$ cat config.mk
export PLATFORM = sky130hd
export DESIGN_NAME = prog_sequencer
export DESIGN_NICKNAME = d
export VERILOG_FILES = /design/src/rtl/prog_sequencer_pkg.sv /design/src/rtl/pc_next_calc.sv /design/src/rtl/prog_sequencer.sv
export SDC_FILE = /design/constraint.sdc
export NUM_CORES = 1
export LEC_CHECK = 0
export BUFFER_PORTS_ARGS = -buffer_cell sky130_fd_sc_hd__buf_4
export CORE_ASPECT_RATIO = 0.9
export CORE_MARGIN = 2
export CORE_UTILIZATION = 41
export DETAILED_ROUTE_END_ITERATION = 10
export PLACE_DENSITY_LB_ADDON = 0.1
export SLEW_MARGIN = 20
export SYNTH_ARGS = -nofsm -noshare
export SYNTH_HDL_FRONTEND = slang
export SYNTH_HIERARCHICAL = 1
export SYNTH_SLANG_ARGS = --single-unit
$ cat constraint.sdc
create_clock -name Clk -period 1.8 [get_ports Clk]
set_input_delay 0.18 -clock Clk [delete_from_list [all_inputs] [get_ports Clk]]
set_output_delay 0.18 -clock Clk [all_outputs]
set_load 0.02 [all_outputs]
$ cat src/rtl/prog_sequencer_pkg.sv
// Shared definitions for the program sequencer: run-state encoding and
// the per-program start address table selected by ProgSel.
package prog_sequencer_pkg;

  typedef enum logic [1:0] {IDLE, LOAD, RUN, HALT} seq_state_t;

  localparam int unsigned START_ADDR [4] = '{0, 128, 256, 384};

endpackage

$ cat src/rtl/pc_next_calc.sv
// Branch resolution: decides whether the current instruction redirects
// the PC and forms the in-page branch address.
module pc_next_calc
  import prog_sequencer_pkg::*;
#(
  parameter int unsigned W = 8,
  parameter int unsigned T = 10
) (
  input  logic [T-1:0] prog_ctr,
  input  logic         branch_ez,
  input  logic         branch_nz,
  input  logic         branch_always,
  input  logic [W-1:0] target,
  input  logic [W-1:0] cond_val,
  output logic [T-1:0] branch_pc,
  output logic         taken
);

  logic cond_zero;

  assign cond_zero = (cond_val == '0);

  // EZ and NZ together are taken whenever either condition holds
  assign taken = branch_always
               | (branch_ez & cond_zero)
               | (branch_nz & ~cond_zero);

  // Targets only reach the low W bits; the page bits are kept
  assign branch_pc = {prog_ctr[T-1:W], target};

endmodule

$ cat src/rtl/prog_sequencer.sv
// Run controller and program counter: start/halt handshake, branch
// resolution, ExecEn gating and a RUN-cycle watchdog.
module prog_sequencer
  import prog_sequencer_pkg::*;
#(
  parameter int unsigned W       = 8,
  parameter int unsigned T       = 10,
  parameter int unsigned MAX_CYC = 4096
) (
  input  logic         Clk,
  input  logic         Reset,
  input  logic         Start,
  input  logic [1:0]   ProgSel,
  input  logic         Done_in,
  input  logic         BranchEZ,
  input  logic         BranchNZ,
  input  logic         BranchAlways,
  input  logic [W-1:0] Target,
  input  logic [W-1:0] CondVal,
  output logic [T-1:0] ProgCtr,
  output logic [T-1:0] ProgCtr_p1,
  output logic         ExecEn,
  output logic         Done,
  output logic         Timeout,
  output logic [15:0]  CycCnt
);

  localparam logic [15:0] WD_LAST = 16'(MAX_CYC - 1);

  seq_state_t   state, state_d;
  logic [1:0]   sel_q, sel_d;
  logic [T-1:0] pc_d;
  logic [15:0]  cyc_d, cyc_inc;
  logic         timeout_d;
  logic [T-1:0] branch_pc;
  logic         taken;

  pc_next_calc #(.W(W), .T(T)) u_pc_next_calc (
    .prog_ctr      (ProgCtr),
    .branch_ez     (BranchEZ),
    .branch_nz     (BranchNZ),
    .branch_always (BranchAlways),
    .target        (Target),
    .cond_val      (CondVal),
    .branch_pc     (branch_pc),
    .taken         (taken)
  );

  assign ProgCtr_p1 = ProgCtr + T'(1);
  assign ExecEn     = (state == RUN);
  assign Done       = (state == HALT);
  assign cyc_inc    = (CycCnt == 16'hFFFF) ? CycCnt : CycCnt + 16'd1;

  always_comb begin
    state_d   = state;
    sel_d     = sel_q;
    pc_d      = ProgCtr;
    cyc_d     = CycCnt;
    timeout_d = Timeout;
    case (state)
      IDLE, HALT: begin
        if (Start) begin
          state_d = LOAD;
          sel_d   = ProgSel;
        end
      end
      LOAD: begin
        pc_d      = T'(START_ADDR[sel_q]);
        cyc_d     = '0;
        timeout_d = 1'b0;
        state_d   = RUN;
      end
      RUN: begin
        cyc_d = cyc_inc;
        // DNE outranks the watchdog; both leave the PC on the last instruction
        if (Done_in) begin
          state_d   = HALT;
          timeout_d = 1'b0;
        end else if (CycCnt == WD_LAST) begin
          state_d   = HALT;
          timeout_d = 1'b1;
        end else begin
          pc_d = taken ? branch_pc : ProgCtr_p1;
        end
      end
      default: state_d = IDLE;
    endcase
  end

  always_ff @(posedge Clk) begin
    if (Reset) begin
      state   <= IDLE;
      sel_q   <= '0;
      ProgCtr <= '0;
      CycCnt  <= '0;
      Timeout <= 1'b0;
    end else begin
      state   <= state_d;
      sel_q   <= sel_d;
      ProgCtr <= pc_d;
      CycCnt  <= cyc_d;
      Timeout <= timeout_d;
    end
  end

endmodule
==> flow_metrics.env <==
export IMPL_status="finished, final reports clean"
export IMPL_synth_seq_cells=31
export IMPL_grt_overflow_total=0
export IMPL_grt_use_met3=0.0369
export IMPL_busiest_layer="met2"
export IMPL_setup_tns_final_ns=0
export IMPL_cts_root_buf="clkbuf_8"
export IMPL_nets=373
export IMPL_avgSynthCellArea_sq_um=8.52
export IMPL_yosys_warnings=6
export IMPL_dominantRegCellSynth="dfxtp_1"
export IMPL_die_w_um=81.2
export IMPL_worstPathArrival_ns=1.59
export IMPL_hold_slack_ns=0.158
export IMPL_clk_pin_slew_ns=0.07
export IMPL_synth_top_area_frac=0.282
export IMPL_rsz0062_at_grt="yes"
export IMPL_layout_drive_gt1_share=0.399
export IMPL_hold_class="input pin to register"
export IMPL_final_cell_area_sq_um=3060
export IMPL_grt_usage=0.218
export IMPL_synth_distinct_cells=61
export IMPL_place_ws_ns=-0.214
export IMPL_grt_antenna_before_repair=0
export IMPL_max_slew_margin=0.708
export IMPL_yosys_area_top_type="dfxtp_1"
export IMPL_drt_iter0_drc=117
export IMPL_ir_drop_uv=877
export IMPL_clk_latency_ns=0.28
export IMPL_synth_edf_count=0
export IMPL_cts_setup_buffers=0
export IMPL_place_congestion=0.841
export IMPL_leakage_nw=1.32
export IMPL_num_antenna_cells=0
export IMPL_first_pass_iters=4
export IMPL_dp_hpwl_um=4720
export IMPL_cap_violations=0
export IMPL_vias=2274
export IMPL_grt_pass1_wl_um=10000
export IMPL_synth_area_sq_um=2200
export IMPL_io_pins=64
export IMPL_placementRows=25
export IMPL_start_kind="register"
export IMPL_setup_viol=0
export IMPL_cts_resized=4
export IMPL_critPathKind="register to primary output"
export IMPL_worst_pin_slew_ns=0.434
export IMPL_postRouteAntennaNets=0
export IMPL_path_max_fanout=7
export IMPL_drcViolationCount=0
export IMPL_numCtsBuffers=5
export IMPL_skew_ns=0.00381
export IMPL_hold_buffers=0
export IMPL_core_area_sq_um=5220
export IMPL_timing_final_crit_share=0.981
export IMPL_placed_area_sq_um=2900
export IMPL_cts_sinks=31
export IMPL_layout_min_cycle_time_ns=1.77
export IMPL_vias_per_cell=5.55
export IMPL_syn_to_final_growth_pct=39.1
export IMPL_syn_nets=289
export IMPL_synthTopCellsByArea="dfxtp_1 28%, nand2_1 4.6%, mux2i_1 4.6%, nand3_1 4.1%, buf_4 3.4%"
export IMPL_finalHoldViolations=0
export IMPL_end_kind="primary output"
export IMPL_ys_seq_area_frac=0.282
export IMPL_cts_tree="yes"
export IMPL_drv_slew=0
export IMPL_wl_per_cell_um=15.3
export IMPL_port_buffers=63
export IMPL_start_util=0.421
export IMPL_die_y_um=73.5
export IMPL_met1_usage=0.320
export IMPL_async_flop_share=0
export IMPL_p_per_area_nw_per_um2=861
export IMPL_grt_max_degree=20
export IMPL_met2_usage=0.328
export IMPL_die_area_sq_um=5960
export IMPL_fmax_ghz=0.566
export IMPL_routed_wl_um=6260
export IMPL_setup_ws_ns=0.0335
export IMPL_syn_inst=258
export IMPL_cts_buffer_depth=2
export IMPL_cts_max_level=2
export IMPL_grt_pass1_vias=2054
export IMPL_worstPathRequired_ns=1.62
[cell usage after synthesis, drive strengths merged, types with 2 or more instances]
cell type  instances
nor3               4
a211oi             2
a21oi             11
o41ai              5
or4                7
ha                 6
or3                3
and2               3
o21ai             11
xnor2              4
or2                4
o211ai             4
nor2               7
nor4               8
nand4              7
nand2b             9
mux2i             10
nand2             28
and4               4
and3               5
dfxtp             31
o21a               2
a32o               2
o31ai              2
buf               13
nand3             19
inv               11
nor2b              2
a2111oi            2
a31oi              3
a311oi             2
clkbuf             7
o311ai             7
[where the power goes]
part	internal [mW]	total (mW)	switching, mW	leakage (nW)
logic	0.557	1.20	0.638	1.01
registers	0.760	0.824	0.0643	0.255
clock network	0.349	0.612	0.263	0.0515
total	1.67	2.63	0.966	1.32
[area by class of cell]
type,instances,area (sq um)
tap,67,83.8
timing repair buffer,97,732
multi-input combinational,196,1470
sequential,31,634
inverter,11,41.3
fill,475,2170
clock buffer,8,100
[worst paths after layout]
kind                                               from                       to  slack, ns  cells after the start
worst max-delay path            ProgCtr[6]$_SDFFE_PP0P_            ProgCtr_p1[9]       0.03                      4
worst min-delay path                         ProgSel[1]    sel_q[1]$_SDFFE_PP0P_       0.16                      3
worst min register to register    sel_q[0]$_SDFFE_PP0P_    sel_q[0]$_SDFFE_PP0P_       0.46                      2
worst max register to register  CycCnt[12]$_SDFFE_PP0P_  ProgCtr[8]$_SDFFE_PP0P_       0.15                      4
[critical path: stages (launching register included)]
cell and delay (ns):
dfxtp_4 0.39, nand3_1 0.13, o31a_1 0.34, or2_2 0.30, buf_4 0.16
[state kept, by name, summed over array words and instances, names as in the netlist]
| name | flops |
|---|---|
| ProgCtr | 10 |
| CycCnt | 16 |
| sel_q | 2 |
| Timeout | 1 |
| state | 2 |
[per-stage QoR]
step | power [mW] | utilization | std cells
5_1_grt | 2.80 | 0.585 | 410
3_5_place_dp | 1.97 | 0.555 | 402
2_1_floorplan | 1.52 | - | 258
6_report | 2.63 | 0.585 | 410
4_1_cts | 2.60 | 0.577 | 410
3_3_place_gp | 1.97 | 0.555 | 402
[layer usage]
layer | up-vias | wire [um] | share of wire
met4 | 0 | 46 | 0.0073
met1 | 1057 | 3140 | 0.50
met3 | 4 | 345 | 0.055
met5 | - | 0 | 0
li1 | 1145 | - | -
met2 | 68 | 2720 | 0.43
[cells by family after synthesis]
group,Yosys count,synth area share
AOI/OAI and AO/OA,62,0.222
muxes,10,0.0455
buffers and inverters,31,0.0746
adders and majority gates,6,0.0341
DFF,31,0.282
and+or+nand+nor,113,0.322
xor gates and xnor gates,5,0.0199
[cell usage in the layout, fill, tap and decap left out, drive strengths merged, types with 8 or more instances in the layout]
cell type and count:
nor4 8, dfxtp 31, nand2b 9, nand3 19
nand2 28, mux2i 10, clkbuf 8, buf 97
a21oi 11, inv 11, o21ai 11
No activity file was read; power rests on OpenSTA's default activity.
